`config.mk`:
```
export PLATFORM = sky130hd
export DESIGN_NAME = carry_resolve_adder
export DESIGN_NICKNAME = d
export VERILOG_FILES = /design/src/rtl/carry_resolve_adder_pkg.sv /design/src/rtl/cr_half_cell.sv /design/src/rtl/carry_resolve_adder.sv
export SDC_FILE = /design/constraint.sdc
export NUM_CORES = 1
export LEC_CHECK = 0
export BUFFER_PORTS_ARGS = -buffer_cell sky130_fd_sc_hd__clkbuf_2
export CAP_MARGIN = 10
export CORE_MARGIN = 4
export CORE_UTILIZATION = 49
export CTS_CLUSTER_DIAMETER = 60
export DETAILED_ROUTE_END_ITERATION = 7
export PLACE_DENSITY = 0.77
export SLEW_MARGIN = 20
export SYNTH_ARGS = -nofsm -noshare
export SYNTH_HDL_FRONTEND = slang
export SYNTH_HIERARCHICAL = 1
export SYNTH_SLANG_ARGS = --single-unit
```
`constraint.sdc`:
```
create_clock -name clk -period 1.7 [get_ports clk]
set_input_delay 0.17 -clock clk [delete_from_list [all_inputs] [get_ports clk]]
set_output_delay 0.17 -clock clk [all_outputs]
set_load 0.01 [all_outputs]
```
`src/rtl/carry_resolve_adder_pkg.sv`:
```
// Shared definitions for the carry-resolve adder.
//   state_e    : control FSM encoding (IDLE/RUN/DONE; the fourth code is illegal
//                and recovers to IDLE)
//   cnt_w_for  : smallest iteration-counter width that can hold 0..N+1
package carry_resolve_adder_pkg;

  typedef enum logic [1:0] {
    ST_IDLE    = 2'd0,
    ST_RUN     = 2'd1,
    ST_DONE    = 2'd2,
    ST_ILLEGAL = 2'd3
  } state_e;

  // The resolve loop uses at most N+1 passes, so the counter must hold N+1.
  function automatic int cnt_w_for(input int n);
    return $clog2(n + 2);
  endfunction

endpackage

```
`src/rtl/cr_half_cell.sv`:
```
// One-bit half adder used as a single bit slice of a carry-resolve pass.
//   x_i, y_i : operand bits
//   so_o     : x_i ^ y_i
//   co_o     : x_i & y_i
module cr_half_cell (
  input  logic x_i,
  input  logic y_i,
  output logic so_o,
  output logic co_o
);

  assign so_o = x_i ^ y_i;
  assign co_o = x_i & y_i;

endmodule

```
`src/rtl/carry_resolve_adder.sv`:
```
// Resolves the per-bit sum/carry vectors of an N-wide half-adder array into the
// true (N+1)-bit sum by repeated half-adder passes (s' = s^c, c' = (s&c)<<1)
// until no carry remains. One operand is processed at a time.
//
// Handshake: a transfer happens on a rising clk edge where valid and ready are
// both 1. in_ready is 1 only in IDLE; out_valid is 1 only in DONE and the
// result/iter_count/incons outputs are held stable until out_ready is seen.
//
// Ports
//   clk, rst    : clock, synchronous active-high reset (priority over all)
//   in_valid    : sum_in/cout_in valid         in_ready  : accepting (IDLE)
//   sum_in      : per-bit sum  (weight 2^i)    cout_in   : per-bit carry (weight 2^(i+1))
//   out_valid   : result valid (DONE)          out_ready : consumer takes result
//   result      : resolved a+b, N+1 bits       iter_count: passes used (0..N+1)
//   incons      : input had a bit set in both sum_in and cout_in
//   state_dbg   : current FSM state
module carry_resolve_adder
  import carry_resolve_adder_pkg::*;
#(
  parameter int N     = 4,
  parameter int CNT_W = cnt_w_for(N)
) (
  input  logic             clk,
  input  logic             rst,
  input  logic             in_valid,
  output logic             in_ready,
  input  logic [N-1:0]     sum_in,
  input  logic [N-1:0]     cout_in,
  output logic             out_valid,
  input  logic             out_ready,
  output logic [N:0]       result,
  output logic [CNT_W-1:0] iter_count,
  output logic             incons,
  output state_e           state_dbg
);

  state_e           state_q, state_d;
  logic [N:0]       s_q, s_d;
  logic [N:0]       c_q, c_d;
  logic [CNT_W-1:0] cnt_q, cnt_d;
  logic             incons_q, incons_d;

  // One resolve pass across all N+1 bit positions.
  logic [N:0] pass_s;
  logic [N:0] pass_c;

  for (genvar i = 0; i <= N; i++) begin : g_cell
    cr_half_cell u_cell (
      .x_i  (s_q[i]),
      .y_i  (c_q[i]),
      .so_o (pass_s[i]),
      .co_o (pass_c[i])
    );
  end

  // Carries move up one weight; a carry out of bit N is dropped (mod 2^(N+1)).
  logic [N:0] c_shift;
  assign c_shift = {pass_c[N-1:0], 1'b0};

  always_comb begin
    state_d  = state_q;
    s_d      = s_q;
    c_d      = c_q;
    cnt_d    = cnt_q;
    incons_d = incons_q;
    case (state_q)
      ST_IDLE: begin
        if (in_valid) begin
          s_d      = {1'b0, sum_in};
          c_d      = {cout_in, 1'b0};
          cnt_d    = '0;
          incons_d = |(sum_in & cout_in);
          state_d  = (cout_in == '0) ? ST_DONE : ST_RUN;
        end
      end
      ST_RUN: begin
        s_d   = pass_s;
        c_d   = c_shift;
        cnt_d = cnt_q + CNT_W'(1);
        if (c_shift == '0) state_d = ST_DONE;
      end
      ST_DONE: begin
        // A concurrent in_valid is not looked at here; it waits for IDLE.
        if (out_ready) state_d = ST_IDLE;
      end
      default: state_d = ST_IDLE;
    endcase
  end

  always_ff @(posedge clk) begin
    if (rst) begin
      state_q  <= ST_IDLE;
      s_q      <= '0;
      c_q      <= '0;
      cnt_q    <= '0;
      incons_q <= 1'b0;
    end else begin
      state_q  <= state_d;
      s_q      <= s_d;
      c_q      <= c_d;
      cnt_q    <= cnt_d;
      incons_q <= incons_d;
    end
  end

  assign in_ready   = (state_q == ST_IDLE);
  assign out_valid  = (state_q == ST_DONE);
  assign result     = s_q;
  assign iter_count = cnt_q;
  assign incons     = incons_q;
  assign state_dbg  = state_q;

endmodule

```
==> out/results.txt, run 1 <==
0 antenna diodes ended up in the layout. Registers take 300 um^2. The finished layout holds 123 standard cells, fillers aside. The relative area change from synthesis to final layout is 16.2%, and the post-CTS repair timing setup buffer count is 0. After detailed routing, the total wire length is 1660 um. The final count of pins violating max slew was 0. The final-layout worst hold slack was 0.197 ns; the cell internal power dissipation was 625 uW. The first TritonRoute pass finished after 4 iterations. Using the TritonRoute via totals, the vias-per-cell ratio works out to 5.54. The critical path endpoint category was a flop. In the final layout, the multi-input gates occupy 459 um^2. In the final routed layout, each cell accounts on average for 13.5 um. The tools report the number of antenna violations at the first check in global routing as 0. The die covers 0.00238 mm^2.

The tools report the largest buffer count on any clock path as 2. The core area came out at 0.00154 mm^2. The pin count of the biggest net entering global routing was 16. TritonCTS built the clock tree. The post-synthesis area per instance is 9.92 um^2, and the total number of H-tree levels is 1.

After detailed placement, the design holds a cell count of 119. For the cell leakage power, the log shows 0.463 nW. Setup repair after global routing left no endpoint under its margin. Measured along the x axis, the die boundary spans 48.7 um. The routed layout has 682 vias. The endpoint required time on the critical path was 1.90 ns; the number of instances resized during post-cts repair was 0.

Sequential elements use 36.9% of the synthesized area. The count of hold-fix buffers inserted at cts is 0. The worst voltage drop across the vdd grid came out at 629 uV.

The area after detailed placement is 918 um^2, and the number of design-rule violations left by the first detailed-router iteration is 21. After synthesis the cells add up to 813 um^2. The power spent charging and discharging nets is 310 uW. Max-cap violations in this run came to 0.

In the routed design, unresolved DRC markers number 0. For this run, the post-layout net count is 126. In the synthesized netlist the async set-or-reset flop fraction comes to 0%.

For the TritonCTS sink count, the log shows 15. Leading register cell type out of synthesis: sky130_fd_sc_hd__dfxtp_1. The largest area contributor in the synthesized netlist is sky130_fd_sc_hd__dfxtp_1.

In this run, distinct cell masters in the synthesized netlist total 29. Number of I/O pins: 25. The y dimension of the die was 48.7 um. Derived from the worst setup path, the maximum achievable clock frequency is 693 MHz.

The source-to-sink clock delay at the later pin of the worst-skew pair is 0.28 ns, and the CTS buffer count is 3. The starting utilization of the core area is 52.8%. In this run, synthesis inferred 0 flip-flops with an integrated enable. In the finished design, the share of the clock period the worst path needs comes to 84.8%. Worst setup path category: flop to flop. After filler insertion, the fill cell instance count of the layout stands at 145.

Summed over all failing endpoints, the final setup total negative slack is 0 ns. The count of nets left with antenna violations once routing finished came out at 0. The most common cell in the synthesized netlist was sky130_fd_sc_hd__dfxtp_1.

The post-CTS clock slew at the launch and capture registers of the worst setup and hold paths is 0.09 ns. The switching portion of total power is 33.1%. Number of nets in the synthesized netlist: 100.

Across every metal layer, demand over resource in global routing totals 14.3%. Global routing finished with a remaining overflow of 0. Kind of launch point of the worst setup path: a flop. The flop-to-flop setup slack was 0.26 ns. The commonest cells after synthesis are sky130_fd_sc_hd__dfxtp_1, sky130_fd_sc_hd__nor2_1, sky130_fd_sc_hd__mux2i_1. The finished cells cover 945 um^2. Routability-driven placement finished with a final weighted congestion of 0.825.

The share of total power dissipated in sequential elements is 46.6%. By area the synthesized netlist is led by sky130_fd_sc_hd__dfxtp_1, sky130_fd_sc_hd__mux2i_1, sky130_fd_sc_hd__ha_1, sky130_fd_sc_hd__a211oi_2, sky130_fd_sc_hd__nor2_1. The top cell type by area accounts for 36.9% of the synthesized area. The flow ran to the end, and the final reports show no timing, DRC or antenna violations. The tools report the via count of the first global-routing pass as 646. Top fanout value on the critical path: 12. The number of input and output port buffers inserted was 24. The tools report the clock share of power as 21.8%. The power density relative to cell area is 989 mW/mm^2, and the final critical delay including setup and external delays is 1.44 ns. The run gives 0 as the count of final setup violators.

The run gives 82 as the synthesized netlist cell count. The final count of hold timing violations is 0, and the share of layout cells above drive strength 1 is 30.8%. In this run the worst hold path is classified as primary input to flop. The first-pass GRT wire length is 2740 um, and the count of synthesis-stage warnings from yosys is 6. The tools report the master cell of the clock root buffer as sky130_fd_sc_hd__clkbuf_4. Of the total power, combinational logic draws 31.6%. The floorplan has 14 rows.

The half-perimeter wire length after detailed placement came out at 1310 um. The endpoint arrival time on the critical path came out at 1.65 ns. Between clock sinks in the finished design, the worst skew comes to 0.00177 ns. Counting flops and latches in the post-synthesis netlist gives 15.
sequential cells by signal (all words and copies together), names as in the netlist:
signal      count
state_dbg       2
incons          1
c_q             4
iter_count      3
result          5
worst max-delay path, cell delays in order, from the launching register on:
cell and delay (ns):
sky130_fd_sc_hd__dfxtp_1 0.46, sky130_fd_sc_hd__o21ba_1 0.43, sky130_fd_sc_hd__buf_4 0.24, sky130_fd_sc_hd__nor2_1 0.05
sky130_fd_sc_hd__a211oi_1 0.19
cell families (layout without fill, tap and decap cells):
family | after synthesis | in the layout | synth area share (%)
other | 1 | 1 | 0.461
buffers and inverters | 6 | 31 | 6.61
and+or+nand+nor | 25 | 25 | 16.0
muxes | 8 | 8 | 9.85
adders and majority gates | 6 | 6 | 9.23
DFF | 15 | 15 | 36.9
AOI/OAI and AO/OA | 21 | 21 | 20.9
power by group through the flow:
stage	combinational, mW	sequential (mW)	clock (mW)
after CTS	0.298	0.436	0.211
after floorplan	0.220	0.452	0
after detailed placement	0.296	0.444	0
after global routing	0.330	0.444	0.223
final	0.295	0.435	0.204
after global placement	0.290	0.441	0
final cells by class:
type	instances	share of cell area [%]
clock buffers	4	2.78
inverters	1	0.397
multi-input cells	61	48.6
flip-flops and latches	15	31.8
well taps	16	2.12
repair buffers	26	14.3
layout by cell type, fill, tap and decap left out, drive strengths merged:
cell,Yosys,layout
clkbuf,0,28
dfxtp,15,15
nor2,12,12
a211oi,9,9
mux2i,8,8
ha,6,6
a22oi,4,4
a21oi,3,3
nand2b,2,2
nor4,2,2
nor3,2,2
buf,5,2
or2,1,1
inv,1,1
and2b,1,1
o21ba,1,1
o21bai,1,1
nor2b,1,1
o221ai,1,1
nor3b,1,1
o21ai,1,1
nand3b,1,1
and4,1,1
o22ai,1,1
and3,1,1
conb,1,1
path summary, 6_finish.rpt:
path                      start       endpoint  cells past startpoint
hold reg to reg   iter_count[2]  iter_count[2]                      2
setup reg to reg   state_dbg[0]      result[3]                      4
hold / removal        out_ready   state_dbg[1]                      3
setup / recovery   state_dbg[0]      result[3]                      4
per-stage QoR:
stage	worst slack (ns)	util [%]	power, mW
after floorplan	0.440	-	0.672
after global placement	0.297	59.6	0.732
after detailed placement	0.255	59.6	0.740
after CTS	0.243	61.3	0.945
after global routing	0.124	61.3	0.996
final	0.258	61.3	0.934
routing by layer:
metal | track usage, % | up-vias | routed length, um | share of wire, %
li1 | - | 353 | - | -
met1 | 18.8 | 308 | 810 | 49
met2 | 20.4 | 21 | 741 | 45
met3 | 5.21 | 0 | 109 | 6.6
met4 | 6.73 | 0 | 0 | 0
met5 | 0 | - | 0 | 0
Note: power is estimated with default switching activity, not from simulation.
==> run 2: changes to the inputs <==
--- a/config.mk
+++ b/config.mk
@@ -8,10 +8,10 @@
 export BUFFER_PORTS_ARGS = -buffer_cell sky130_fd_sc_hd__clkbuf_2
 export CAP_MARGIN = 10
 export CORE_MARGIN = 4
-export CORE_UTILIZATION = 49
+export CORE_UTILIZATION = 44
 export CTS_CLUSTER_DIAMETER = 60
 export DETAILED_ROUTE_END_ITERATION = 7
-export PLACE_DENSITY = 0.77
+export PLACE_DENSITY = 0.73
 export SLEW_MARGIN = 20
 export SYNTH_ARGS = -nofsm -noshare
 export SYNTH_HDL_FRONTEND = slang
==> constraint.sdc (replaced) <==
create_clock -name clk -period 1.3 [get_ports clk]
set_input_delay 0.13 -clock clk [delete_from_list [all_inputs] [get_ports clk]]
set_output_delay 0.13 -clock clk [all_outputs]
set_load 0.01 [all_outputs]
==> run 2 against run 1 <==
Compared with the run above:
- final cell count increased by 11%
- clock skew grew 0.00080 ns
- via count grew 2.6%
- non-clock buffer count rose by 5
- register-to-register slack got worse by 0.22 ns
- critical endpoint is now in_ready
- largest cell class unchanged
==> out/results.txt, run 2 (synthesis gave the netlist of run 1 again) <==
The horizontal die dimension came out at 51.0 um (+4.6%). For the number of antenna cells inserted, the log shows 0 (unchanged). The post-layout utilization of the core was 59.6% (-1.7 points).

The logs give 25 (unchanged) for the number of I/O pins and -0.00200 ns (-0.257 ns) for the worst slack at placement. Standard-cell row count: 15 (+1). The power density relative to cell area works out to 1260 mW/mm^2 (+27%). The root buffer cell chosen for the clock tree is sky130_fd_sc_hd__clkbuf_4.

The number of flip-flops in the largest register works out to 5 (unchanged). The starting utilization of the core area came out at 46.6% (-6.2 points). Of the available clock period, the critical path in the final layout requires 98.7%. The logs give 1 (unchanged) for the total number of H-tree levels and 3 (unchanged) for the CTS buffer count. The cell leakage power was 0.498 nW (+7.6%). The via density per instance is 5.11 (-7.8%), and the source-to-sink clock delay at the later pin of the worst-skew pair is 0.28 ns (about the same). The run gives 649 (+0.46%) as the via count of the first global-routing pass. The global placement routability congestion is 0.780 (-5.4%), and the total routing resource utilization after global routing is 14.0% (-0.26 points). The pin count of the biggest net entering global routing was 16 (unchanged); the maximum achievable frequency was 779 MHz. The number of design-rule violations left by the first detailed-router iteration is 14 (-33%). The count of unresolved DRC violations after routing is 0 (unchanged), and the y dimension of the die is 51.0 um (+4.6%). TritonCTS built the clock tree. The area enclosed by the die boundary is 0.00260 mm^2 (+9.4%), and the detailed-route wire length per cell is 13.0 um (-3.5%).

The tools report the area of all placed cells without fillers as 0.00104 mm^2 (+10%). The post-CTS clock slew at the launch and capture registers of the worst setup and hold paths came out at 0.09 ns (about the same). The worst setup path is captured at an output pin. For the multi-input logic area, the log shows 484 um^2 (+5.4%). The tools report the largest buffer count on any clock path as 2 (unchanged). The footprint of the flip-flops and latches is 308 um^2 (+2.5%). The logs give 952 um^2 (+3.7%) for the area after detailed placement and 0.00175 mm^2 (+13%) for the core area.

For the count of final setup violators, the log shows 0 (unchanged). The share of layout cells above drive strength 1 came out at 42.0% (+11 points). Total power consumption of the routed design: 1.31 mW (+40%).

The total via count after detailed routing came out at 700 (+2.6%). The tools report the kind of launch point of the worst setup path as a flop. The number of input and output port buffers inserted came out at 24 (unchanged).

The residual overflow from global routing is 0 (unchanged). Half-perimeter wire length after detailed placement: 1330 um (+1.8%). The final count of hold timing violations came out at 0 (unchanged). The worst clock skew is 0.00257 ns (+0.000797 ns), and the filler cell count in the final layout is 164 (+13%). The tools report the total iterations of the first detailed-routing run as 4 (unchanged). The first-pass GRT wire length is 2780 um (+1.5%), and the total wirelength of the detailed-routed design is 1790 um (+7.5%). For the number of antenna violations at the first check in global routing, the log shows 0 (unchanged). The run gives 817 uV (+30%) as the worst voltage drop across the vdd grid. The run gives 0 (unchanged) as the final count of pins violating max slew. Setup repair after global routing could not meet its margin everywhere. From synthesis to final layout, the design area changed by 27.8%. The worst setup path category is flop to output pin. For the number of nets with antenna violations after detailed routing, the log shows 0 (unchanged).

Final-layout worst hold slack: 0.136 ns (-0.0617 ns). The run finished with clean final reports. The top cell types in the final layout, fill and taps aside, are sky130_fd_sc_hd__clkbuf_2, sky130_fd_sc_hd__dfxtp_1, sky130_fd_sc_hd__nor2_1. The top fanout value on the critical path came out at 6 (-6).

The TritonCTS sink count was 15 (unchanged). The path category of the worst min-delay check is primary input to flop. Leaving out fill and tap cells, the most frequent cell in the layout is sky130_fd_sc_hd__clkbuf_2. The logs give 1.15 ns (-0.50 ns) for the endpoint arrival time on the critical path and 131 (+4.0%) for the layout net count. The max-cap check violation count came out at 0 (unchanged). The run gives 1.17 ns (-0.73 ns) as the endpoint required time on the critical path.

The run gives 0.0168 ns (-0.241 ns) as the minimum setup slack in the final design. The final critical delay including setup and external delays came out at 1.28 ns.
-- run 2: cell types whose count changed in the layout (fill, tap and decap cells not counted), sizes merged --
| cell | delta |
|---|---|
| buf | +7 |
| clkinv | +1 |
| clkbuf | -3 |
-- run 2: metal layers --
layer / vias up / wire length, um / GRT usage [%]
met5: - / 0 / 0
met4: 0 / 32 / 8.07
met3: 2 / 55 / 3.21
met2: 16 / 894 / 21.9
met1: 320 / 803 / 17.5
li1: 362 / - / -
-- run 2: repair_timing --
| item | CTS | global route |
|---|---|---|
| endpoints found under the setup margin | 4 | 7 |
| pin swaps | 0 | 2 |
| buffers inserted | 0 | 2 |
| gates resized for setup | 6 | 10 |
| gates cloned | 0 | 0 |
| hold buffers | 0 | 0 |
-- run 2: layout make-up --
cell class	instances	area share, %
clock buffers	3	2.17
clock inverters	1	0.481
inverters	1	0.602
multi-input cells	61	46.6
flip-flops and latches	15	29.6
well taps	25	3.01
repair buffers	31	17.6
-- run 2: critical path: stages (launching register included) --
cell                      delay (ns)
sky130_fd_sc_hd__dfxtp_4        0.37
sky130_fd_sc_hd__buf_6          0.12
sky130_fd_sc_hd__or2_4          0.24
sky130_fd_sc_hd__inv_4          0.06
sky130_fd_sc_hd__buf_6          0.09
-- run 2: stage by stage --
stage,std cells,setup TNS (ns)
2_1_floorplan,82,0
3_3_place_gp,131,0
3_5_place_dp,131,-0.00200
4_1_cts,135,0
5_1_grt,137,-0.0475
6_report,137,0
-- run 2: path summary, 6_finish.rpt --
| kind | from | endpoint | slack [ns] | depth (start not counted) |
|---|---|---|---|---|
| worst max-delay path | state_dbg[1] | in_ready | 0.02 | 4 |
| worst min-delay path | out_ready | state_dbg[1] | 0.14 | 3 |
| worst max register to register | state_dbg[1] | state_dbg[0] | 0.04 | 5 |
| worst min register to register | iter_count[2] | iter_count[2] | 0.50 | 2 |
-- run 2: power breakdown --
part	switching [mW]	leakage, nW	total (mW)	internal [mW]
combinational	0.234	0.355	0.474	0.239
clock	0.152	0.0177	0.266	0.114
sequential	0.0487	0.125	0.569	0.520
==> run 3: changes to the inputs <==
--- a/config.mk
+++ b/config.mk
@@ -12,6 +12,7 @@
 export CTS_CLUSTER_DIAMETER = 60
 export DETAILED_ROUTE_END_ITERATION = 7
 export PLACE_DENSITY = 0.73
+export REMOVE_ABC_BUFFERS = 1
 export SLEW_MARGIN = 20
 export SYNTH_ARGS = -nofsm -noshare
 export SYNTH_HDL_FRONTEND = slang
==> run 3 against run 2 <==
Compared with the run above:
- clock power decreased by 2%
- sequential share of layout area decreased by 0.10 points
- final cell count decreased by 0.73%
- die area unchanged
- power decreased by 2.1%
- fmax increased by 2.9%
- final area decreased by 1.7%
- highest routed layer unchanged
- largest power group unchanged
- critical path depth decreased by 1
- first-iteration DRC count decreased by 43%
==> out/results.txt, run 3 (synthesis gave the netlist of run 1 again) <==
Total via count after detailed routing: 707 (+1.0%). The number of nets with antenna violations after detailed routing came out at 0 (unchanged). Layout net count: 130 (-0.76%).

The final critical-path share of the clock period works out to 96.0% (-2.7 points). For the number of antenna violations at the first check in global routing, the log shows 0 (unchanged). The run finished with clean final reports.

For the starting utilization of the core area, the log shows 46.6% (unchanged). The total wirelength of the detailed-routed design is 1720 um (-3.7%). For the post-layout utilization of the core, the log shows 58.6% (-1.0 points).

The horizontal die dimension is 51.0 um (unchanged), and the share of layout cells above drive strength 1 is 38.7% (-3.2 points). The most common library cell in the layout ignoring fill and taps is sky130_fd_sc_hd__clkbuf_2. The run gives 132 (+0.76%) as the cell count after placement.

The top fanout value on the critical path was 6 (unchanged). For the number of design-rule violations left by the first detailed-router iteration, the log shows 8 (-6). The logs give 0.28 ns (about the same) for the source-to-sink clock delay at the later pin of the worst-skew pair and 3 (unchanged) for the CTS buffer count.

The tools report the area of all placed cells without fillers as 0.00102 mm^2 (-1.7%). The worst setup path is of the flop to output pin kind. Among all stages on the critical path, the largest delay is contributed by sky130_fd_sc_hd__dfxtp_2. The logs give 0.00799 ns (+0.00542 ns) for the worst clock skew and 15.1% (+1.1 points) for the total routing resource utilization after global routing.

Setup repair after global routing could not meet its margin everywhere. The max-cap check violation count was 0 (unchanged). The y dimension of the die is 51.0 um (unchanged). The run gives 2950 um (+6.2%) as the first-pass GRT wire length. The run gives 15 (unchanged) as the standard-cell row count. The area growth from synthesis to layout is 25.7%. The power density relative to cell area was 1250 mW/mm^2 (-0.41%); the final-layout setup total negative slack was 0 ns (unchanged).

The tools report the master cell of the clock root buffer as sky130_fd_sc_hd__clkbuf_4. The run gives 1.17 ns (about the same) as the endpoint required time on the critical path. The count of non-filler cells in the finished layout is 136 (-0.73%). TritonCTS built the clock tree.

The tools report the count of final setup violators as 0 (unchanged). Largest buffer count on any clock path: 2 (unchanged). Tracing the worst setup path back leads to its startpoint at state_dbg[0]. Global-route met3 utilization: 4.66% (+1.5 points). The top cell types in the final layout, fill and taps aside, are sky130_fd_sc_hd__clkbuf_2, sky130_fd_sc_hd__dfxtp_1, sky130_fd_sc_hd__nor2_1. The pin count of the biggest net entering global routing was 17 (+1); the number of input and output port buffers inserted was 24 (unchanged). The worst setup path is captured at an output pin. The logs give 0 (unchanged) for the residual overflow from global routing and 0 (unchanged) for the count of unresolved DRC violations after routing. For the worst voltage drop across the vdd grid, the log shows 751 uV (-8.1%).

The hold-critical path depth was 3 (unchanged). The start of the worst register-to-register path was result[2]. The tools report the total iterations of the first detailed-routing run as 4 (unchanged). The flop-to-flop setup slack was 0.09 ns (+0.05 ns); the area enclosed by the die boundary was 0.00260 mm^2 (unchanged). The worst setup path is launched from a flop.

The tools report the beginning of the worst hold path as out_ready. The endpoint identified for the worst register-to-register timing path is state_dbg[0]. The via density per instance was 5.20 (+1.7%); the final count of pins violating max slew was 0 (unchanged). The endpoint arrival time on the critical path is 1.12 ns (-0.03 ns). The post-CTS clock slew at the launch and capture registers of the worst setup and hold paths was 0.09 ns (about the same); the post-CTS repair timing setup buffer count was 0 (unchanged).

The tools report the number of I/O pins as 25 (unchanged). The layer flagged by global routing as most heavily used is met2. For the cell leakage power, the log shows 0.487 nW (-2.1%). The number of flip-flops in the largest register works out to 5 (unchanged). The via count of the first global-routing pass came out at 712 (+9.7%). The total number of H-tree levels came out at 1 (unchanged).

The path category of the worst min-delay check is primary input to flop. The core area was 0.00175 mm^2 (unchanged). Final critical delay including setup and external delays: 1.25 ns (-0.0356 ns). Walking the worst path, the cells encountered are buf_4 > and2b_1 > clkbuf_2. The met1 usage in global routing was 18.3% (+0.81 points); the global placement routability congestion was 0.819 (+4.9%). The maximum achievable frequency is 802 MHz (+2.9%), and the TritonCTS sink count is 15 (unchanged). The biggest cell delay along the critical path works out to 0.39 ns (+0.02 ns).

Capture endpoint of the worst hold path: state_dbg[1]. The met2 track demand over resource is 24.2% (+2.4 points), and the number of cells on the worst reg-to-reg path is 4 (-1). The number of antenna cells inserted came out at 0 (unchanged). The detailed-route wire length per cell is 12.6 um (-3.0%). The run gives 0 (unchanged) as the final count of hold timing violations.

The half-perimeter wire length after detailed placement was 1360 um (+2.4%); the area after detailed placement was 972 um^2 (+2.1%). The total power consumption of the routed design was 1.28 mW (-2.1%).
-- run 3: changes by cell type in the layout (fill, tap and decap cells not counted), sizes merged --
cell | previous run | this run
buf | 9 | 6
clkinv | 1 | 0
clkbuf | 25 | 28
-- run 3: per-stage QoR --
step / setup WS (ns) / hold slack, ns
after floorplan: -0.0937 / 0.195
after global placement: 0.0400 / 0.433
after detailed placement: -0.0402 / 0.439
after CTS: 0.0193 / 0.132
after global routing: -0.0156 / 0.162
final: 0.0524 / 0.135
-- run 3: how the worst max path moves through the flow --
| stage | cells past startpoint | slack (ns) | to |
|---|---|---|---|
| 3_5_place_dp | 4 | -0.04 | state_dbg[0] |
| 6_report | 3 | 0.05 | out_valid |
| 3_3_place_gp | 4 | 0.04 | state_dbg[0] |
| 5_1_grt | 3 | -0.02 | out_valid |
| 4_1_cts | 4 | 0.02 | state_dbg[0] |
| 2_1_floorplan | 3 | -0.09 | state_dbg[1] |
-- run 3: power breakdown --
part | leakage [nW] | switching [mW] | internal (mW)
registers | 0.124 | 0.0465 | 0.520
clock network | 0.0150 | 0.141 | 0.119
logic | 0.348 | 0.227 | 0.229
total | 0.487 | 0.414 | 0.868
-- run 3: timing repair --
action | 4_1_cts | 5_1_grt
hold buffers | 0 | 0
pin swaps | 0 | 1
gates resized for setup | 3 | 4
endpoints found under the setup margin | 3 | 5
-- run 3: area by class of cell --
class                      instances  area [um^2]
clock buffer                       4         26.3
fill                             177          723
inverter                           1         3.75
multi-input combinational         61          482
sequential                        15          302
tap                               25         31.3
timing repair buffer              30          178
-- run 3: layer usage --
| metal | share of wire, % | vias up |
|---|---|---|
| met5 | 0 | - |
| met4 | 1.7 | 0 |
| met3 | 6.3 | 5 |
| met2 | 47 | 24 |
| met1 | 45 | 316 |
| li1 | - | 362 |
-- run 3: critical path: cells and delay by family (launching register included) --
kind,cells,cell delay [ns]
buffers and inverters,2,0.26
flip-flops,1,0.39
AND/OR/NAND/NOR,1,0.18
